`src/rtl/riscv_pkg.sv`:
```
// Shared definitions for the multi-cycle RISC-V control path:
// state codes, opcodes, ALUOp/ALUControl encodings, immediate-type helper.
package riscv_pkg;

  localparam logic [3:0] S_FETCH    = 4'd0;
  localparam logic [3:0] S_DECODE   = 4'd1;
  localparam logic [3:0] S_MEMADR   = 4'd2;
  localparam logic [3:0] S_MEMREAD  = 4'd3;
  localparam logic [3:0] S_MEMWB    = 4'd4;
  localparam logic [3:0] S_MEMWRITE = 4'd5;
  localparam logic [3:0] S_EXECUTER = 4'd6;
  localparam logic [3:0] S_EXECUTEI = 4'd7;
  localparam logic [3:0] S_ALUWB    = 4'd8;
  localparam logic [3:0] S_BEQ      = 4'd9;
  localparam logic [3:0] S_JAL      = 4'd10;

  typedef enum logic [3:0] {
    FETCH    = S_FETCH,
    DECODE   = S_DECODE,
    MEMADR   = S_MEMADR,
    MEMREAD  = S_MEMREAD,
    MEMWB    = S_MEMWB,
    MEMWRITE = S_MEMWRITE,
    EXECUTER = S_EXECUTER,
    EXECUTEI = S_EXECUTEI,
    ALUWB    = S_ALUWB,
    BEQ      = S_BEQ,
    JAL      = S_JAL
  } state_t;

  localparam logic [6:0] OP_LW  = 7'b0000011;
  localparam logic [6:0] OP_SW  = 7'b0100011;
  localparam logic [6:0] OP_R   = 7'b0110011;
  localparam logic [6:0] OP_I   = 7'b0010011;
  localparam logic [6:0] OP_BEQ = 7'b1100011;
  localparam logic [6:0] OP_JAL = 7'b1101111;

  localparam logic [1:0] ALUOP_ADD = 2'b00;
  localparam logic [1:0] ALUOP_SUB = 2'b01;
  localparam logic [1:0] ALUOP_FN  = 2'b10;

  localparam logic [2:0] ALU_ADD = 3'b000;
  localparam logic [2:0] ALU_SUB = 3'b001;
  localparam logic [2:0] ALU_AND = 3'b010;
  localparam logic [2:0] ALU_XOR = 3'b011;
  localparam logic [2:0] ALU_SLT = 3'b101;
  localparam logic [2:0] ALU_OR  = 3'b110;

  function automatic logic [1:0] imm_src(input logic [6:0] op);
    logic [1:0] r;
    r = 2'b00;
    unique case (1'b1)
      op == OP_SW:  r = 2'b01;
      op == OP_BEQ: r = 2'b10;
      op == OP_JAL: r = 2'b11;
      default:      r = 2'b00;
    endcase
    return r;
  endfunction

endpackage

```
`src/rtl/alu_decoder.sv`:
```
// ALU decoder: (aluop, funct3, op5, funct7b5) -> 3-bit ALU operation.
// Ports: aluop, funct3, op5, funct7b5 in; alucontrol out. Combinational.
module alu_decoder
  import riscv_pkg::*;
(
  input  logic [1:0] aluop,
  input  logic [2:0] funct3,
  input  logic       op5,
  input  logic       funct7b5,
  output logic [2:0] alucontrol
);

  always_comb begin
    alucontrol = ALU_ADD;
    case (aluop)
      ALUOP_SUB: alucontrol = ALU_SUB;
      ALUOP_FN: begin
        case (funct3)
          3'b000: begin
            // only R-type carries a real funct7; I-type bit 30 is imm
            if (op5 & funct7b5) alucontrol = ALU_SUB;
            else                alucontrol = ALU_ADD;
          end
          3'b010:  alucontrol = ALU_SLT;
          3'b100:  alucontrol = ALU_XOR;
          3'b110:  alucontrol = ALU_OR;
          3'b111:  alucontrol = ALU_AND;
          default: alucontrol = ALU_ADD;
        endcase
      end
      default: alucontrol = ALU_ADD;
    endcase
  end

endmodule

```
`src/rtl/riscv_multicycle_controller.sv`:
```
// Moore control FSM of the multi-cycle RV32I core; drives mux selects,
// write enables, ImmSrc, ALUControl, Illegal. Option: CONTROLLER_BNE_EN.
module riscv_multicycle_controller
  import riscv_pkg::*;
(
  input  logic       clk,
  input  logic       reset,
  input  logic [6:0] op,
  input  logic [2:0] funct3,
  input  logic       funct7b5,
  input  logic       Zero,
  output logic       PCWrite,
  output logic       AdrSrc,
  output logic       MemWrite,
  output logic       IRWrite,
  output logic [1:0] ResultSrc,
  output logic [1:0] ALUSrcA,
  output logic [1:0] ALUSrcB,
  output logic [1:0] ImmSrc,
  output logic       RegWrite,
  output logic [2:0] ALUControl,
  output logic       Illegal
);

  state_t     state, next;
  logic       pcupdate, branch, take;
  logic       memw, irw, regw;
  logic [1:0] aluop;

  always_ff @(posedge clk or posedge reset) begin
    if (reset) state <= FETCH;
    else       state <= next;
  end

  always_comb begin
    next      = FETCH;
    pcupdate  = 1'b0;
    branch    = 1'b0;
    AdrSrc    = 1'b0;
    memw      = 1'b0;
    irw       = 1'b0;
    regw      = 1'b0;
    ResultSrc = 2'b00;
    ALUSrcA   = 2'b00;
    ALUSrcB   = 2'b00;
    aluop     = ALUOP_ADD;
    Illegal   = 1'b0;
    case (state)
      FETCH: begin
        irw       = 1'b1;
        ALUSrcB   = 2'b10;
        ResultSrc = 2'b10;
        pcupdate  = 1'b1;
        next      = DECODE;
      end
      DECODE: begin
        ALUSrcA = 2'b01;
        ALUSrcB = 2'b01;
        unique case (1'b1)
          (op == OP_LW) || (op == OP_SW): next = MEMADR;
          op == OP_R:   next = EXECUTER;
          op == OP_I:   next = EXECUTEI;
          op == OP_JAL: next = JAL;
          op == OP_BEQ: begin
`ifdef CONTROLLER_BNE_EN
            if (funct3[2:1] == 2'b00) next = BEQ;
            else                      Illegal = 1'b1;
`else
            next = BEQ;
`endif
          end
          default: Illegal = 1'b1;
        endcase
      end
      MEMADR: begin
        ALUSrcA = 2'b10;
        ALUSrcB = 2'b01;
        next    = (op == OP_SW) ? MEMWRITE : MEMREAD;
      end
      MEMREAD: begin
        AdrSrc = 1'b1;
        next   = MEMWB;
      end
      MEMWB: begin
        ResultSrc = 2'b01;
        regw      = 1'b1;
      end
      MEMWRITE: begin
        AdrSrc = 1'b1;
        memw   = 1'b1;
      end
      EXECUTER: begin
        ALUSrcA = 2'b10;
        aluop   = ALUOP_FN;
        next    = ALUWB;
      end
      EXECUTEI: begin
        ALUSrcA = 2'b10;
        ALUSrcB = 2'b01;
        aluop   = ALUOP_FN;
        next    = ALUWB;
      end
      ALUWB: regw = 1'b1;
      BEQ: begin
        ALUSrcA = 2'b10;
        aluop   = ALUOP_SUB;
        branch  = 1'b1;
      end
      JAL: begin
        ALUSrcA  = 2'b01;
        ALUSrcB  = 2'b10;
        pcupdate = 1'b1;
        next     = ALUWB;
      end
      default: next = FETCH;
    endcase
  end

`ifdef CONTROLLER_BNE_EN
  // funct3[0] set means bne: branch on a nonzero difference
  assign take = Zero ^ funct3[0];
`else
  assign take = Zero;
`endif

  // write enables are held off for the whole reset window
  assign PCWrite  = ~reset & (pcupdate | (branch & take));
  assign IRWrite  = ~reset & irw;
  assign MemWrite = ~reset & memw;
  assign RegWrite = ~reset & regw;
  assign ImmSrc   = imm_src(op);

  alu_decoder u_alu_decoder (
    .aluop      (aluop),
    .funct3     (funct3),
    .op5        (op[5]),
    .funct7b5   (funct7b5),
    .alucontrol (ALUControl)
  );

endmodule

```
`config.mk`:
```
export PLATFORM = sky130hd
export DESIGN_NAME = riscv_multicycle_controller
export DESIGN_NICKNAME = d
export VERILOG_FILES = /design/src/rtl/riscv_pkg.sv /design/src/rtl/alu_decoder.sv /design/src/rtl/riscv_multicycle_controller.sv
export SDC_FILE = /design/constraint.sdc
export NUM_CORES = 1
export LEC_CHECK = 0
export ABC_AREA = 1
export BUFFER_PORTS_ARGS = -buffer_cell sky130_fd_sc_hd__buf_4
export CELL_PAD_IN_SITES_DETAIL_PLACEMENT = 0
export CELL_PAD_IN_SITES_GLOBAL_PLACEMENT = 1
export CORE_ASPECT_RATIO = 0.9
export CORE_MARGIN = 4
export CORE_UTILIZATION = 26
export CTS_BUF_LIST = sky130_fd_sc_hd__clkbuf_4
export DETAILED_ROUTE_END_ITERATION = 8
export GPL_TIMING_DRIVEN = 0
export PLACE_DENSITY_LB_ADDON = 0.1
export RECOVER_POWER = 100
export SYNTH_ARGS = -nofsm -noshare
export SYNTH_HDL_FRONTEND = slang
export SYNTH_HIERARCHICAL = 1
export SYNTH_SLANG_ARGS = --single-unit
```
`constraint.sdc`:
```
create_clock -name clk -period 1.3 [get_ports clk]
set_input_delay 0.065 -clock clk [delete_from_list [all_inputs] [get_ports clk]]
set_output_delay 0.065 -clock clk [all_outputs]
set_load 0.02 [all_outputs]
```
# --- Yosys cells after proc, flatten, opt, wreduce, memory -nomap -nowiden ---
# Index checks and enable logic that the tools add are counted.
op_classes:
  n_eq_ne: 22
  muxes: 19
  bitwise_logic: 8
  reduce_logical: 12
op_table:
  columns: ["operator", "n"]
  rows:
  - ["4-bit case mux with 5 select lines", 2]
  - ["4-bit by 3-bit == test with 1-bit output, second input constant", 4]
  - ["2-bit case mux with 2 select lines", 4]
  - ["3-bit case mux with 5 select lines", 1]
  - ["7-bit by 6-bit == test with 1-bit output, second input constant", 2]
  - ["7-bit == test, second input constant", 2]
  - ["4-bit == test, second input constant", 3]
  - ["2-bit OR reduction", 5]
  - ["3-bit == test, second input constant", 3]
  - ["1-bit two-way mux", 9]
  - ["4-bit by 2-bit == test with 1-bit output, second input constant", 2]
  - ["7-bit by 2-bit == test with 1-bit output, second input constant", 1]
  - ["7-bit by 5-bit == test with 1-bit output, second input constant", 1]
  - ["1-bit AND", 6]
  - ["2-bit case mux with 3 select lines", 1]
  - ["3-bit case mux with 2 select lines", 1]
  - ["3-bit OR reduction", 2]
  - ["5-bit OR reduction", 1]
  - ["4-bit by 1-bit == test with 1-bit output, second input constant", 1]
  - ["4-bit zero test", 1]
  - ["4-bit OR reduction", 1]
  - ["3-bit by 2-bit == test with 1-bit output, second input constant", 1]
  - ["3-bit zero test", 1]
  - ["3-bit two-way mux", 1]
  - ["other kinds (5)", 5]
totals:
  regBits: 4
  inputBits: 14
  out_inout_bits: 17
  elab_cells: 62

# --- Longest topological paths before layout ---
# Gate-level depths: netlist of the first run.
depth:
  word_depth: 5
  mapped_depth: 9
  mapped_depth_nobuf: 9

# --- By module ---
# The synthesis of the first run kept the hierarchy.
modules_own_cells:
  columns: ["mod", "instances", "cells_each", "area_each_um2"]
  rows:
  - ["riscv_multicycle_controller", 1, 81, 491.7]
  - ["alu_decoder", 1, 19, 97.6]

# --- Worst setup path before layout of the first run ---
# No wires, ideal clock.
synth_timing:
  path_type: "reg2out"
  startpoint: "register state[1]"
  endpoint: "output ALUControl[1]"
  t_arrival_ns: 1.662
  required_ns: 1.235
  setup_slack_ns: -0.427
  stages_incl_launch_ff: 7
  path_buffers: 0
  cell_sequence: "dfrtp_1 -> inv_2 -> nand2_4 -> nor2_4 -> inv_1 -> ha_1 -> a211oi_1"
synth_between:
  elab_chain_cells: 5
  word_cells_on_any_way: 8
synth_rtl:
  columns: ["item", "line_no", "source"]
  rows:
  - ["start: declaration", "riscv_multicycle_controller.sv:25", "state_t state, next;"]
  - ["start signal: assignment", "riscv_multicycle_controller.sv:32", "else state <= next;"]
  - ["4-bit by 3-bit == test with 1-bit output", "riscv_multicycle_controller.sv:48", "case (state)"]
  - ["2-bit OR reduction (no source line)", null, null]
  - ["2-bit case mux with 2 select lines (*)", "riscv_multicycle_controller.sv:48", null]
  - ["via aluop[0]", "riscv_multicycle_controller.sv:28", "logic [1:0] aluop;"]
  - ["2-bit == test or 2-bit by 1-bit == test with 1-bit output (tied branches)", "alu_decoder.sv:15", "case (aluop)"]
  - ["3-bit case mux with 2 select lines (*)", "alu_decoder.sv:15", null]
  - ["end: declaration", "riscv_multicycle_controller.sv:21", "output logic [2:0] ALUControl,"]
# The timed path passes the listed nets; every way through them passes the cells marked *.

# --- Worst setup path after layout of the first run ---
# Same ends and word-level chain as after synthesis.

==> results.json, run 1 <==
{
  "status": "finished with violations",
  "failed_checks": "negative setup slack",
  "crit_start": "state[1]",
  "setup_ws_ns": -0.357,
  "hold_path_class": "input port to flop",
  "worst_hold_slack_ns": 0.180,
  "p_leak_nw": 0.632,
  "fmax_mhz": 603,
  "gp_congestion": 0.760,
  "grt_max_degree": 8,
  "r2r_start": "state[2]",
  "layout_common_cells": "buf_4, nand2_1, buf_6",
  "io_buffer_count": 30,
  "post-route-period-util_pct": 127,
  "slew_headroom_pct": 83.4,
  "synth_top_cell_area_share_pct": 17.8,
  "ys_warn_count": 6,
  "tns_ns": -3.08,
  "post-place-ws_ns": -0.241,
  "start_kind": "flop",
  "cts.sinks": 4,
  "post-route-drc-count": 0,
  "antenna_found_initial": 0,
  "hpwl_mm": 1.35,
  "finClkSkew_ns": 0.00686,
  "totalWireLength_mm": 1.97,
  "routed_via_density": 4.40,
  "grtUsageTotal_pct": 13.1,
  "rsz0062_at_grt": "yes",
  "synth.avg_cell_area_sq_um": 5.89,
  "synth.largest_area_cell": "nand2_1",
  "ant_nets": 0,
  "drive_above_1_share_pct": 65.2,
  "wl_per_cell_um": 10.8,
  "grt_pass1_vias": 790,
  "yosysSeqAreaShare_pct": 17.0,
  "netlist_area_sq_um": 589,
  "cp_max_fo": 3,
  "cts_buffers": 3,
  "core_sq_um": 2160,
  "root_buffer": "clkbuf_4",
  "grt_pass1_wl_mm": 3.04,
  "grt-ovfl-total": 0,
  "hold_violations": 0,
  "arrival_ns": 1.59,
  "die_height_um": 53.2,
  "clock_latency_ns": 0.25,
  "layout_commonest_cell": "buf_4",
  "power.density_nw_per_um2": 1260,
  "endpoint_kind": "output port",
  "dr.pass1.iters": 2,
  "die_area_sq_um": 3090,
  "cts.htree.levels": 1,
  "tightest_slew_ns": 0.250,
  "period_needed_ns": 1.66,
  "synth.distinct_cells": 18,
  "synthTopCellsByArea": "nand2_1, dfrtp_1, inv_1",
  "syn_inst": 100,
  "synthesis.nets": 116,
  "path_class": "flop to output port",
  "final_net_count": 173,
  "maxCapViolations": 0,
  "worstHoldStart": "op[6]",
  "rows": 16,
  "largest_register_ffs": 4,
  "pin_count": 31,
  "drt_iter0_markers": 3,
  "crit_required_ns": 1.24,
  "synth_seq_cells": 4,
  "path_clk_slew_ns": 0.04,
  "slew_violations": 0,
  "start_util_pct": 27.3,
  "antennaDiodeCount": 0,
  "top_register": "state",
  "peakVddDrop_v": 0.000761,
  "area_growth_pct": 114,
  "top_regs": "state x4",
  "setup_viol": 18,
  "die_w_um": 58.2,
  "tritoncts": "built",
  "clock_path_buffers": 2,
  "vias": 801
}
==> report_power, final <==
part | switching, mW | leakage, nW | total [mW] | internal, mW
logic | 0.622 | 0.567 | 1.23 | 0.611
registers | 0.0490 | 0.0507 | 0.200 | 0.151
clock network | 0.0587 | 0.0138 | 0.162 | 0.104
==> routing by layer <==
| metal | track usage, % | share of wire [%] | vias to the layer above |
|---|---|---|---|
| li1 | - | - | 416 |
| met1 | 14.8 | 43 | 365 |
| met2 | 24.1 | 52 | 17 |
| met3 | 0.976 | 3.6 | 3 |
| met4 | 8.11 | 1.4 | 0 |
| met5 | 0 | 0 | - |
==> synth_stat cells <==
| master | count |
|---|---|
| a211oi_1 | 1 |
| a21oi_1 | 3 |
| a21oi_2 | 2 |
| dfrtp_1 | 4 |
| ha_1 | 2 |
| inv_1 | 17 |
| inv_2 | 4 |
| nand2_1 | 28 |
| nand2_2 | 2 |
| nand2_4 | 1 |
| nand3_1 | 7 |
| nand3_2 | 4 |
| nand4_1 | 1 |
| nor2_1 | 15 |
| nor2_2 | 5 |
| nor2_4 | 2 |
| nor2_8 | 1 |
| nor3_1 | 1 |
==> area by class of cell <==
cell class	instances	area (sq um)
Clock buffer	3	22.5
Fill cell	209	900
Inverter	21	81.3
Multi-Input combinational cell	75	566
Sequential cell	4	103
Tap cell	27	33.8
Timing Repair Buffer	52	457
==> worst paths after layout <==
kind	endpoint	slack, ns	depth (start not counted)
worst max-delay path	ALUControl[1]	-0.36	7
worst min-delay path	state[1]	0.18	4
worst max register to register	state[2]	-0.05	8
worst min register to register	state[3]	0.77	3
max in group asynchronous	state[3]	0.76	3
min in group asynchronous	state[1]	0.35	3
==> critical path, stage by stage, from the launching register on <==
cell      delay, ns
dfrtp_1        0.39
inv_2          0.13
nand2_4        0.07
nor2_4         0.12
inv_2          0.05
ha_4           0.23
a211oi_4       0.21
buf_6          0.15
==> cells by family (layout without fill, tap and decap cells) <==
logic type	Yosys count	after routing	share of synthesized area, %
AOI/OAI and AO/OA	6	6	6.79
adders and majority gates	2	2	4.25
buffers and inverters	21	76	13.4
DFF	4	4	17.0
and+or+nand+nor	67	67	58.6
==> repair_timing <==
action,CTS,global route
gates resized for setup,27,28
buffers inserted,14,11
pin swaps,11,18
endpoints found under the setup margin,12,18
hold buffers,1,0
cloned,0,0
hold endpoints to repair,4,0
==> stage by stage <==
stage / instances / utilization [%] / instance area (sq um) / power [mW]
final: 182 / 58.4 / 1260 / 1.60
after detailed placement: 157 / 41.4 / 896 / 0.967
after global placement: 157 / 41.4 / 896 / 0.969
after floorplan: 100 / - / 637 / 0.687
after CTS: 175 / 52.1 / 1130 / 1.37
after global routing: 182 / 58.4 / 1260 / 1.69
Power figures use the tool's default switching activity.
==> inputs of run 2 (changes only) <==
CORE_MARGIN = default   (was 4)
clock period = 1.51 ns   (was 1.3 ns; I/O delays follow)
==> run 2 against run 1 <==
Clock power shrank 21%. Largest power group unchanged. Clock skew shrank 0.0044 ns. Register-to-register slack gained 0.17 ns. Final area shrank 17%. Total power shrank 31%. Via count shrank 5.4%. The run still ends with negative setup slack left. Sequential cell count is the same. Routed wire length shrank 11%.
==> results.json, run 2 (synthesis results as in run 1) <==
{
  "setup_viol": 9,
  "worstHoldStart": "op[6]",
  "start_kind": "flop",
  "crit_start": "state[3]",
  "clock_latency_ns": 0.23,
  "cts.sinks": 4,
  "failed_checks": "negative setup slack",
  "placed_area_sq_um": 858,
  "hold_end": "state[2]",
  "worst_hold_slack_ns": 0.205,
  "top_register": "state",
  "post-route-drc-count": 0,
  "rows": 15,
  "start_util_pct": 29.1,
  "tritoncts": "built",
  "crit_required_ns": 1.43,
  "maxCapViolations": 0,
  "tightest_slew_ns": 0.241,
  "crit_slowest_cell": "dfrtp_2",
  "slew_violations": 0,
  "rsz0062_at_grt": "yes",
  "status": "finished with violations",
  "path_clk_slew_ns": 0.04,
  "die_w_um": 52.2,
  "period_needed_ns": 1.65,
  "pin_count": 31,
  "routed_via_density": 4.41,
  "slew_headroom_pct": 84.0,
  "grt_pass1_wl_mm": 2.83,
  "grt_pass1_vias": 708,
  "top_regs": "state x4",
  "r2r_end": "state[3]",
  "setup_ws_ns": -0.137,
  "r2r_start": "state[3]",
  "final_net_count": 165,
  "grt_max_degree": 8,
  "die_area_sq_um": 2460,
  "layout_common_cells": "buf_4, nand2_1, inv_1",
  "hold_violations": 0,
  "wl_per_cell_um": 10.2,
  "cp_max_fo": 4,
  "hpwl_mm": 1.26,
  "path_class": "flop to output port",
  "arrival_ns": 1.57,
  "drt_iter0_markers": 6,
  "layout_commonest_cell": "buf_4",
  "gp_congestion": 0.784,
  "hold_depth": 4,
  "antenna_found_initial": 0,
  "fmax_mhz": 607,
  "area_growth_pct": 78.8,
  "crit_buf_inv": 3,
  "clock_path_buffers": 2,
  "core_sq_um": 2030,
  "hold_path_class": "input port to flop",
  "fillers": 224,
  "post-place-ws_ns": -0.222,
  "drive_above_1_share_pct": 51.7,
  "final_util_pct": 52.0,
  "peakVddDrop_v": 0.000961,
  "crit_top_cell": "nor2_2",
  "crit_family": "simple AND/OR/NAND/NOR gates",
  "cts_buffers": 3,
  "critical_path.max_stage_delay_ns": 0.43,
  "totalWireLength_mm": 1.75,
  "cts.htree.levels": 1,
  "design_area_sq_um": 1050,
  "io_buffer_count": 30,
  "vias": 758,
  "finClkSkew_ns": 0.00241,
  "root_buffer": "clkbuf_4",
  "stdcell_count": 172,
  "die_height_um": 47.2,
  "path_cells": "buf_4 -> nor2_2 -> inv_4 -> nor2_8 -> nand3_2 -> nor2_2 -> buf_6",
  "largest_register_ffs": 4,
  "worst-r2r-cell-count": 8,
  "ant_nets": 0,
  "reg2reg_slack_ns": 0.12,
  "grt-ovfl-total": 0,
  "total_power_mw": 1.11,
  "dr.pass1.iters": 3,
  "place_inst": 155,
  "tns_ns": -0.733,
  "endpoint_kind": "output port",
  "grtUsageTotal_pct": 15.5,
  "p_leak_nw": 0.571,
  "power.density_nw_per_um2": 1050,
  "post-route-period-util_pct": 109,
  "antennaDiodeCount": 0
}
## run 2: power breakdown
| part | switching [mW] | total (mW) | internal [mW] |
|---|---|---|---|
| combinational | 0.432 | 0.806 | 0.374 |
| clock | 0.0395 | 0.128 | 0.0886 |
| sequential | 0.0442 | 0.174 | 0.130 |
| total | 0.515 | 1.11 | 0.593 |
## run 2: worst max path at each step
stage	to	slack [ns]	cells after the start
after CTS	ALUControl[0]	-0.15	9
after global placement	ALUControl[0]	-0.20	9
after detailed placement	ALUControl[0]	-0.22	9
after floorplan	ALUControl[0]	0.007	8
final	Illegal	-0.14	7
after global routing	ALUControl[0]	-0.24	9
## run 2: worst min-delay path, stage by stage
cell and delay, ns:
buf_4 0.10, nor2_1 0.06, nand3_2 0.09, nand3_2 0.07
## run 2: cell type report
type / count / area, sq um / share of cell area, %
multi-input cells: 75 / 464 / 44.1
flip-flops and latches: 4 / 103 / 9.74
inverters: 21 / 81.3 / 7.72
clock buffers: 3 / 22.5 / 2.14
well taps: 25 / 31.3 / 2.97
repair buffers: 44 / 352 / 33.4
## run 2: metal layers
layer | global-route usage, % | vias up | part of all wire (%)
li1 | - | 400 | -
met1 | 20.2 | 334 | 48
met2 | 25.4 | 22 | 46
met3 | 4.21 | 2 | 4.6
met4 | 4.74 | 0 | 1.1
met5 | 0 | - | 0
## run 2: timing repair
item	CTS	global route
endpoints found under the setup margin	3	10
endpoints found under the hold margin	4	0
hold buffers	1	0
setup buffers	10	5
gates resized for setup	13	11
pin swaps	7	5
